$ cat src/rtl/snoop_bus_pkg.sv
// Shared types for the MSI snooping bus controller.
// Latency: n/a (types and a combinational helper only).
// Backpressure: n/a.
package snoop_bus_pkg;

   localparam int MAX_CPU = 8;

   typedef enum logic [1:0] {
      OP_IDLE = 2'b00,
      BUS_RD  = 2'b01,
      BUS_RDX = 2'b10,
      BUS_UPG = 2'b11
   } bus_op_t;

   typedef enum logic [1:0] {
      MSI_I    = 2'b00,
      MSI_S    = 2'b01,
      MSI_M    = 2'b10,
      MSI_RSVD = 2'b11
   } msi_t;

   typedef enum logic [2:0] {
      ST_IDLE,
      ST_SNOOP,
      ST_EVAL,
      ST_FLUSH,
      ST_FILL,
      ST_DONE
   } ctrl_state_t;

   // Index of the lowest set bit; 0 when no bit is set.
   function automatic logic [2:0] lowest_idx(input logic [MAX_CPU-1:0] v);
      lowest_idx = '0;
      for (int i = MAX_CPU - 1; i >= 0; i--) begin
         if (v[i]) lowest_idx = 3'(i);
      end
   endfunction

endpackage

$ cat src/rtl/snoop_bus_ctrl_rr_arbiter.sv
// Round-robin pick: first requester at or after ptr, wrapping modulo N.
// Latency: combinational.
// Backpressure: none; caller holds req until served.
// Ports: req (N requests), ptr (start index) -> gnt (one-hot), idx (binary), any (some request).
module rr_arbiter #(
   parameter int N = 2,
   parameter int W = 1
) (
   input  logic [N-1:0] req,
   input  logic [W-1:0] ptr,
   output logic [N-1:0] gnt,
   output logic [W-1:0] idx,
   output logic         any
);

   // Walk offsets from farthest to nearest so the nearest requester wins.
   always_comb begin
      gnt = '0;
      idx = '0;
      any = |req;
      for (int off = N - 1; off >= 0; off--) begin
         if (req[(int'(ptr) + off) % N]) begin
            gnt = N'(1) << ((int'(ptr) + off) % N);
            idx = W'((int'(ptr) + off) % N);
         end
      end
   end

endmodule

$ cat src/rtl/snoop_bus_ctrl.sv
// MSI snooping bus controller: arbitrates NUM_CPU miss/upgrade requests, snoops, sources data.
// Latency: done 3 cycles after the IDLE latch cycle on a hit (4 cycles inclusive), plus memory cycles.
// Backpressure: requests held until done; memory phase waits on mem_rdy up to MEM_TIMEOUT cycles.
// Ports: req_rd/req_wr/req_upg/req_addr from caches; snoop_hit/snoop_dirty sampled in EVAL;
//        mem_rdy completes mem_re/mem_we; grant/bus_op/bus_addr/snoop_req/inv/downgrade/data_src/
//        fwd_src/done/new_state drive the caches; err is a sticky protocol/timeout flag.
module snoop_bus_ctrl
   import snoop_bus_pkg::*;
#(
   parameter int NUM_CPU     = 2,
   parameter int ADDR_W      = 11,
   parameter int MEM_TIMEOUT = 64
) (
   input  logic                      clk,
   input  logic                      rst_n,
   input  logic [NUM_CPU-1:0]        req_rd,
   input  logic [NUM_CPU-1:0]        req_wr,
   input  logic [NUM_CPU-1:0]        req_upg,
   input  logic [NUM_CPU*ADDR_W-1:0] req_addr,
   input  logic [NUM_CPU-1:0]        snoop_hit,
   input  logic [NUM_CPU-1:0]        snoop_dirty,
   input  logic                      mem_rdy,
   output logic [NUM_CPU-1:0]        grant,
   output logic [1:0]                bus_op,
   output logic [ADDR_W-1:0]         bus_addr,
   output logic [NUM_CPU-1:0]        snoop_req,
   output logic [NUM_CPU-1:0]        inv,
   output logic [NUM_CPU-1:0]        downgrade,
   output logic                      data_src,
   output logic [((NUM_CPU > 1) ? $clog2(NUM_CPU) : 1)-1:0] fwd_src,
   output logic                      mem_re,
   output logic                      mem_we,
   output logic [NUM_CPU-1:0]        done,
   output logic [1:0]                new_state,
   output logic                      err
);

   localparam int IDX_W = (NUM_CPU > 1) ? $clog2(NUM_CPU) : 1;
   localparam int CNT_W = $clog2(MEM_TIMEOUT + 1);

   ctrl_state_t         state_q, state_d;
   logic [NUM_CPU-1:0]  any_req, arb_gnt;
   logic [IDX_W-1:0]    arb_idx;
   logic                arb_any;

   logic [NUM_CPU-1:0]  grant_q;
   logic [IDX_W-1:0]    id_q, rr_ptr_q, fsrc_q;
   bus_op_t             op_q;
   logic [ADDR_W-1:0]   addr_q;
   msi_t                ns_q;
   logic                dsrc_q, err_q;
   logic [CNT_W-1:0]    cnt_q;
   logic                tmo;

   logic [NUM_CPU-1:0]  hit_m, dirty_m, ev_inv, ev_dg;
   logic                ev_dsrc, ev_multi;
   logic [IDX_W-1:0]    ev_fsrc, lo_dirty, lo_hit;
   msi_t                ev_ns;
   ctrl_state_t         ev_next;

   assign any_req = req_rd | req_wr | req_upg;

   rr_arbiter #(.N(NUM_CPU), .W(IDX_W)) u_arb (
      .req (any_req),
      .ptr (rr_ptr_q),
      .gnt (arb_gnt),
      .idx (arb_idx),
      .any (arb_any)
   );

   // mem_rdy on the last allowed cycle still counts as success.
   assign tmo = (cnt_q == CNT_W'(MEM_TIMEOUT - 1)) && !mem_rdy;

   // Snoop evaluation; the owner's own hit/dirty is masked out.
   always_comb begin
      hit_m    = snoop_hit & ~grant_q;
      dirty_m  = snoop_dirty & ~grant_q;
      lo_dirty = IDX_W'(lowest_idx(MAX_CPU'(dirty_m)));
      lo_hit   = IDX_W'(lowest_idx(MAX_CPU'(hit_m)));
      ev_multi = |(dirty_m & (dirty_m - NUM_CPU'(1)));
      ev_inv   = '0;
      ev_dg    = '0;
      ev_dsrc  = 1'b0;
      ev_fsrc  = '0;
      ev_ns    = MSI_S;
      ev_next  = ST_DONE;
      case (op_q)
         BUS_UPG: begin
            ev_inv = hit_m;
            ev_ns  = MSI_M;
         end
         BUS_RDX: begin
            ev_inv = hit_m;
            ev_ns  = MSI_M;
            if (|dirty_m) begin
               ev_dsrc = 1'b1;
               ev_fsrc = lo_dirty;
            end else begin
               ev_next = ST_FILL;
            end
         end
         default: begin
            if (|dirty_m) begin
               ev_dsrc = 1'b1;
               ev_fsrc = lo_dirty;
               ev_dg   = dirty_m & ~(dirty_m - NUM_CPU'(1));  // lowest dirty, one-hot
               ev_next = ST_FLUSH;
            end else if (|hit_m) begin
               ev_dsrc = 1'b1;
               ev_fsrc = lo_hit;
            end else begin
               ev_next = ST_FILL;
            end
         end
      endcase
   end

   // State register
   always_ff @(posedge clk or negedge rst_n) begin
      if (!rst_n) state_q <= ST_IDLE;
      else        state_q <= state_d;
   end

   // Next-state logic
   always_comb begin
      state_d = state_q;
      case (state_q)
         ST_IDLE:  if (arb_any) state_d = ST_SNOOP;
         ST_SNOOP: state_d = ST_EVAL;
         ST_EVAL:  state_d = ev_next;
         ST_FLUSH,
         ST_FILL:  if (mem_rdy || tmo) state_d = ST_DONE;
         ST_DONE:  state_d = ST_IDLE;
         default:  state_d = ST_IDLE;
      endcase
   end

   // Transaction registers
   always_ff @(posedge clk or negedge rst_n) begin
      if (!rst_n) begin
         grant_q  <= '0;
         id_q     <= '0;
         rr_ptr_q <= '0;
         op_q     <= OP_IDLE;
         addr_q   <= '0;
         ns_q     <= MSI_I;
         dsrc_q   <= 1'b0;
         fsrc_q   <= '0;
         cnt_q    <= '0;
         err_q    <= 1'b0;
      end else begin
         case (state_q)
            ST_IDLE: begin
               if (arb_any) begin
                  grant_q <= arb_gnt;
                  id_q    <= arb_idx;
                  addr_q  <= req_addr[int'(arb_idx)*ADDR_W +: ADDR_W];
                  op_q    <= req_upg[arb_idx] ? BUS_UPG :
                             req_wr[arb_idx]  ? BUS_RDX : BUS_RD;
                  dsrc_q  <= 1'b0;
                  fsrc_q  <= '0;
               end
            end
            ST_EVAL: begin
               ns_q   <= ev_ns;
               dsrc_q <= ev_dsrc;
               fsrc_q <= ev_fsrc;
               cnt_q  <= '0;
               if (ev_multi) err_q <= 1'b1;
            end
            ST_FLUSH,
            ST_FILL: begin
               cnt_q <= cnt_q + CNT_W'(1);
               if (tmo) begin
                  err_q <= 1'b1;
                  ns_q  <= MSI_I;
               end
            end
            ST_DONE: begin
               rr_ptr_q <= (id_q == IDX_W'(NUM_CPU - 1)) ? '0 : id_q + IDX_W'(1);
            end
            default: ;
         endcase
      end
   end

   // Outputs
   always_comb begin
      grant     = '0;
      bus_op    = OP_IDLE;
      bus_addr  = '0;
      snoop_req = '0;
      inv       = '0;
      downgrade = '0;
      data_src  = 1'b0;
      fwd_src   = '0;
      mem_re    = 1'b0;
      mem_we    = 1'b0;
      done      = '0;
      new_state = MSI_I;
      if (state_q != ST_IDLE) begin
         grant    = grant_q;
         bus_op   = op_q;
         bus_addr = addr_q;
      end
      case (state_q)
         ST_SNOOP: snoop_req = ~grant_q;
         ST_EVAL: begin
            inv       = ev_inv;
            downgrade = ev_dg;
            data_src  = ev_dsrc;
            fwd_src   = ev_fsrc;
         end
         ST_FLUSH: begin
            mem_we   = 1'b1;
            data_src = dsrc_q;
            fwd_src  = fsrc_q;
         end
         ST_FILL: begin
            mem_re   = 1'b1;
            data_src = dsrc_q;
            fwd_src  = fsrc_q;
         end
         ST_DONE: begin
            data_src  = dsrc_q;
            fwd_src   = fsrc_q;
            done      = grant_q;
            new_state = ns_q;
         end
         default: ;
      endcase
   end

   assign err = err_q;

endmodule
$ cat config.mk
export PLATFORM = sky130hd
export DESIGN_NAME = snoop_bus_ctrl
export DESIGN_NICKNAME = d
export VERILOG_FILES = /design/src/rtl/snoop_bus_pkg.sv /design/src/rtl/snoop_bus_ctrl_rr_arbiter.sv /design/src/rtl/snoop_bus_ctrl.sv
export SDC_FILE = /design/constraint.sdc
export NUM_CORES = 1
export LEC_CHECK = 0
export ABC_AREA = 1
export CORE_ASPECT_RATIO = 1.4
export CORE_MARGIN = 1
export CORE_UTILIZATION = 45
export DETAILED_ROUTE_END_ITERATION = 12
export PLACE_DENSITY = 0.87
export REMOVE_ABC_BUFFERS = 1
export SLEW_MARGIN = 20
export SYNTH_ARGS = -nofsm -noshare
export SYNTH_HDL_FRONTEND = slang
export SYNTH_SLANG_ARGS = --single-unit
$ cat constraint.sdc
create_clock -name clk -period 1.75 [get_ports clk]
set_input_delay 0.35 -clock clk [delete_from_list [all_inputs] [get_ports clk]]
set_output_delay 0.35 -clock clk [all_outputs]
set_load 0.01 [all_outputs]
==> metrics, run 1 <==
status=finished, violations left; failing checks=DRC, setup timing; most common library cells after synthesis=99 x nand2_1, 40 x nor2_1, 36 x inv_1, 34 x nand3_1, 31 x dfrtp_1; CP endpoint kind=output pin; worst vdd ir=0.000977 V; design area=3290 um^2; Reg-to-Reg Start=state_q[1]; leak pwr=0.00173 uW; R2R Path End=op_q[1]; synthesized area per cell=6.65 um^2; Synth Area in Simple Gates=0.417; Crit-path slowest cell=clkdlybuf4s50_1; nets=439; mux share of post-synthesis cell area=0; Worst setup SP type=input port; cell taking the most area after synthesis=dfrtp_1; antenna violations before repair=0; Worst Skew=7.39 ps; TritonCTS clock tree=built; DR vias=2392; WP data arrival=1620 ps; Seq. cell area=779 um^2; Wirelength per Cell=15.5 um; root buffer cell=clkbuf_8; final setup violation count=23; number of cell rows=27; final period utilization=1.12; complex-gate fraction of the synthesized area=0.0605; CTS buffer count=5; vias in the first global route=2168; distinct cell type count after synthesis=26; area occupied by multi-input gates=1140 um^2; crit-path max FO=2; Hold Violations, Final=0; first-pass detailed-route iteration total=9; Ports=65; R2R setup slack=0 ps; largest net degree at the start of global routing=32; share of layout cells above drive strength 1=0.351; CP top delay family=buffers and inverters; area share of the leading cell type in the synthesized netlist=0.408; most frequent CP cell=nor2_1; Max Root-Sink Buffers=2; Final Max Tran Viols=0; DRC=4; final critical-path required period=1970 ps; synthesized-area fraction occupied by adder cells=0.00658; synthesized area=1900 um^2; GRT overflow=0; number of synthesized flops with an enable pin=0; Filler cells=244; Max-slew headroom=0.729; ys flop type=dfrtp_1; ys async rst share=1.00; Max Cap Viol=0; power density over the cells=1780 nW/um^2; Reg clk slew, reported paths=70 ps; critical path class=input port to output pin; most numerous cell in the Yosys netlist=nand2_1; first-pass GRT wire length=9230 um; Worst Path Buf+Inv=3; H-tree levels=2; gp weighted congestion=0.848; clock net sink count=31; Core Area=3990 um^2; GRT Util Overall=0.266; Power Total=5860 uW; critical-path cell list=clkdlybuf4s50_1 -> inv_1 -> nor2_1 -> nor2_1 -> nor2_1 -> o21ai_0 -> nand2_1 -> nand2_1 -> buf_2; DPL Wire Length=3890 um; Post-Synth XOR/XNOR Area=0; starting density of the core=0.477; Syn Inst Count=286; sequential fraction of the synthesis area=0.408; Area contributors post-synth=dfrtp_1 41%, nand2_1 20%, nand3_1 8.9%; PnR worst setup slack=-217 ps; Synth Register Bits=31; worst slew pin tran=407 ps; Min-Delay Path Class=input port to async pin; Placed Area=2800 um^2; antenna cells=0; Worst path max stage delay=410 ps; via-per-instance ratio=5.35; Final ANT Viol Nets=0; Worst Hold Slack=454 ps; drt total wl=6910 um; PortBufs=64; Worst EP required=1400 ps; Area growth syn-to-layout=73.2%; highest clock rate=0.508 GHz; area of the die=4490 um^2; largest family of logic cells by synthesized area=simple AND/OR/NAND/NOR gates; Die Height=78.9 um; DRT iter0 DRCs=157; Synth warnings=0; unrepaired setup endpoints after global routing=yes; FF-to-FF path depth=9; clk_lat worst skew=290 ps; Die X-Extent=56.9 um
[routing by layer]
layer / part of all wire / vias to the layer above / global-route usage
met5: 0 / - / 0
met1: 0.34 / 1122 / 0.264
met3: 0.062 / 24 / 0.0603
met4: 0.039 / 0 / 0.141
li1: - / 1122 / -
met2: 0.56 / 124 / 0.500
[registers in the layout, summed over array words and instances, names as in the netlist]
register	count
fsrc_q	1
ns_q	2
rr_ptr_q	1
state_q	3
dsrc_q	1
cnt_q	7
err	1
addr_q	11
grant_q	2
op_q	2
[worst max-delay path by stage]
stage / endpoint / cells past startpoint / slack, ps / startpoint
2_1_floorplan: op_q[1] / 7 / 100 / req_rd[1]
3_3_place_gp: data_src / 8 / -510 / snoop_dirty[1]
3_5_place_dp: data_src / 8 / -520 / snoop_dirty[0]
4_1_cts: fwd_src / 10 / -130 / state_q[1]
5_1_grt: fwd_src / 9 / -280 / snoop_hit[0]
6_report: fwd_src / 9 / -220 / snoop_hit[0]
[power breakdown]
part	internal, uW	switching (uW)
Clock	279	279
Sequential	1020	243
Combinational	1900	2130
[layout by cell type (no fill, tap or decap), types with 12 or more instances in the layout]
cell type        synthesis  layout
nand2_1                 99      90
buf_4                    2      39
clkdlybuf4s50_1          0      34
inv_1                   36      32
nand3_1                 34      31
dfrtp_1                 31      28
buf_6                    1      26
nor2_1                  40      21
nor2_4                   1      15
buf_2                    4      13
o21ai_0                 13      12
[final cells by class]
| cell class | count | share of cell area |
|---|---|---|
| clock inverter | 1 | 0.00152 |
| inverter | 41 | 0.0498 |
| sequential | 31 | 0.237 |
| tap | 43 | 0.0163 |
| multi-input combinational | 207 | 0.346 |
| timing repair buffer | 117 | 0.326 |
| clock buffer | 7 | 0.0232 |
[what timing repair did]
action                                  4_1_cts  5_1_grt
resized for setup                           124       85
buffers inserted                             10       11
hold buffers                                  0        0
endpoints found under the setup margin       29       32
gates cloned                                  0        2
pin swaps                                     5        9
[per-stage QoR]
step	instances	setup slack [ps]	utilization	setup TNS [ps]
2_1_floorplan	279	102	-	0
3_3_place_gp	417	-508	0.701	-3810
3_5_place_dp	417	-518	0.701	-4530
4_1_cts	435	-129	0.723	-582
5_1_grt	447	-276	0.826	-3820
6_report	447	-217	0.826	-2550
[cells by family after synthesis]
| logic type | after synthesis |
|---|---|
| flip-flops | 31 |
| buffers and inverters | 48 |
| AO/OA/AOI/OAI | 22 |
| AND/OR/NAND/NOR | 184 |
| adder cells (fa/ha/maj) | 1 |
No activity file was read; power rests on OpenSTA's default activity.
==> inputs of run 2 (changes only) <==
--- a/config.mk
+++ b/config.mk
@@ -9,6 +9,7 @@
 export CORE_ASPECT_RATIO = 1.4
 export CORE_MARGIN = 1
 export CORE_UTILIZATION = 45
+export CTS_CLUSTER_DIAMETER = 50
 export DETAILED_ROUTE_END_ITERATION = 12
 export PLACE_DENSITY = 0.87
 export REMOVE_ABC_BUFFERS = 1
==> results of run 2 <==
The final DEF is identical to that of run 1; final timing and power are the same.
==> RTL edit, RTL diff (config.mk and constraints of run 2) <==
One comparison of `cnt_q` changes from == to >=.
--- a/src/rtl/snoop_bus_ctrl.sv
+++ b/src/rtl/snoop_bus_ctrl.sv
@@ -71,3 +71,3 @@
    // mem_rdy on the last allowed cycle still counts as success.
-   assign tmo = (cnt_q == CNT_W'(MEM_TIMEOUT - 1)) && !mem_rdy;
+   assign tmo = (cnt_q >= CNT_W'(MEM_TIMEOUT - 1)) && !mem_rdy;
 
Formal check against the unedited RTL: same outputs for any inputs over 4 cycles, from zero or initial values and one cycle with rst_n low; that may be too few to reach the edited logic, so the function may still have changed.
==> RTL edit against run 2 <==
- the flow still finishes with violations (design-rule violations, negative setup slack)
- critical path type is now reg -> out
- sequential cell count stayed put
- wire length rose by 21%
- area after synthesis rose by 2.6%
- worst setup slack improved by 0.025 ns
- clock power up 24%
- total power increased by 8.0%
- design area increased by 3.9%
==> RTL edit: results (changes against run 2) <==
[status]
outcome=finished with violations
failed_checks=design-rule violations, negative setup slack

[synth]
netlist.area_leader.share_pct=39.77  ; -1.0 points
ys_warn_count=0  ; unchanged
ys_types=22  ; -15%
synth_flop_cell=sky130_fd_sc_hd__dfrtp_1
ys_async_sr_fraction_pct=100.0  ; unchanged
synth_common_cells=sky130_fd_sc_hd__nand2_1 (129), sky130_fd_sc_hd__inv_1 (42), sky130_fd_sc_hd__nor2_1 (41)
post_synth_main_area_contributors=sky130_fd_sc_hd__dfrtp_1 (40%), sky130_fd_sc_hd__nand2_1 (25%), sky130_fd_sc_hd__inv_1 (8.1%)
seq_total_area_yosys_pct=39.77  ; -1.0 points

[global_routing]
vias_in_the_first_global_route=2447  ; +13%
grt_start_max_net_pins=32  ; unchanged
groute.layer.met3.usage_pct=4.538  ; -1.5 points
track_usage_pct=29.12  ; +2.6 points
gr-usage-met2_pct=54.30  ; +4.3 points
grt_antenna_before_repair=0  ; unchanged
global_route_wire_length_before_repair_um=10270  ; +11%
grt_use_met1_pct=29.43  ; +3.1 points

[clocking]
cts.root.buffer_cell=sky130_fd_sc_hd__clkbuf_8
cts_inserted_buffers=5  ; unchanged
clkSlewWorstSetupHoldPaths_ns=0.07  ; about the same
insertion_delay_ns=0.29  ; about the same
clock_tree_buf_depth=2  ; unchanged
cts_max_level=2  ; unchanged

[placed_design]
detailedPlace.worstSlack_ns=-0.6198  ; -0.1017 ns
numPortBuffers=64  ; unchanged
placement.cell_area_um2=2895  ; +3.6%
detailed_place_hpwl_um=4340  ; +11%
place.gp.congestion=0.8766  ; +3.4%

[worst_setup_path]
r2r_cells=11  ; +2
cpMaxStageDelayCell=sky130_fd_sc_hd__dfrtp_1
worstPathArrival_ns=1.59  ; -0.03 ns
critPathMaxStageDelay_ns=0.41  ; about the same
critical_path.max_fanout=4  ; +2

[final_layout]
fin_nets=468  ; +6.6%
antennaDiodeCount=0  ; unchanged
layout_top_registers=addr_q (11), cnt_q (7), state_q (3)
layout-drive-gt1-share_pct=34.49  ; -0.66 points

[drt]
detailedRoute.firstIterationViolations=169  ; +7.6%
dr.pass1.iters=9  ; unchanged
route.detailed.drc=1  ; -3
vias_per_cell=5.564  ; +4.0%
route.final.wire_length_um=8357  ; +21%

[hold_path]
hold_depth=2
holdCritPathClass=reg -> reg

[sta]
finalClockSkew_ns=0.009154  ; +0.001763 ns
final.setup.tns_ns=-2.589  ; -0.03720 ns
finalMaxSlewViolations=0  ; unchanged
report.final.setup_viol=29  ; +26%
slew_headroom_pct=72.29  ; -0.58 points
timing.final.ws_setup_ns=-0.1917  ; +0.02530 ns

[pwr]
max-vdd-ir-drop_mv=1.147  ; +17%
cellLeakagePower_uw=0.001834  ; +6.1%

RTL edit: changes by cell type in the layout (fill, tap and decap cells not counted), moves of 4 or more:
| cell | delta |
|---|---|
| sky130_fd_sc_hd__nand2_1 | +33 |
| sky130_fd_sc_hd__nand3_1 | -14 |
| sky130_fd_sc_hd__o21ai_0 | -9 |
| sky130_fd_sc_hd__buf_4 | +8 |
| sky130_fd_sc_hd__o21ai_1 | +8 |
| sky130_fd_sc_hd__nor2_4 | +6 |
| sky130_fd_sc_hd__inv_1 | +5 |
| sky130_fd_sc_hd__nor2_1 | -4 |
RTL edit: path summary, 6_finish.rpt:
check                           start      endpoint  slack [ns]
max                        state_q[0]  downgrade[1]       -0.19
min                               err           err        0.46
max reg2reg                state_q[0]    state_q[1]       -0.05
min reg2reg                       err           err        0.46
max in group asynchronous       rst_n    state_q[2]        0.99
min in group asynchronous       rst_n      cnt_q[4]        0.47
RTL edit: worst max-delay path: cells and delay by family, from the launching register on:
| family | cells | cell delay (ns) |
|---|---|---|
| buf+inv | 4 | 0.55 |
| flops | 1 | 0.41 |
| simple gates | 3 | 0.34 |
RTL edit: power by group:
part	switching, µW	internal [µW]
logic	2420	1970
clock network	277	417
registers	226	1020
total	2920	3400
RTL edit: repair_timing:
action                                  CTS  global route
endpoints found under the setup margin   29            29
pin swaps                                 5            11
buffers inserted                         12            12
resized for setup                       138            78
cloned                                    1             1
RTL edit: through the flow:
| stage | hold WS [ns] | utilization, % | instances |
|---|---|---|---|
| finish | 0.4586 | 81.40 | 477 |
| global route | 0.4809 | 81.40 | 477 |
| CTS | 0.4652 | 72.95 | 466 |
| detailed placement | 0.4488 | 68.87 | 447 |
| global placement | 0.4470 | 68.87 | 447 |
| floorplan | 0.05441 | - | 304 |
RTL edit: kinds of logic (layout without fill, tap and decap cells):
kind of cell / after synthesis / in the layout / synth area share [%]
compound gates: 23 / 23 / 6.863
fa+ha+maj: 1 / 1 / 0.6413
buf+inv: 51 / 175 / 10.07
flops: 31 / 31 / 39.77
simple gates: 202 / 202 / 42.66
RTL edit: final cells by class:
cell class / instances / area (µm²)
inverter: 47 / 181.4
clock buffer: 6 / 72.57
sequential: 31 / 775.7
clock inverter: 1 / 30.03
tap: 45 / 56.30
multi-input combinational: 226 / 1205
fill: 235 / 782.0
timing repair buffer: 121 / 1101
RTL edit: per-layer routing:
layer / wire, µm / part of all wire (%) / up-vias
met4: 589 / 7.0 / 0
met5: 0 / 0 / -
met3: 701 / 8.4 / 63
met2: 4357 / 52 / 180
li1: - / - / 1183
met1: 2708 / 32 / 1228
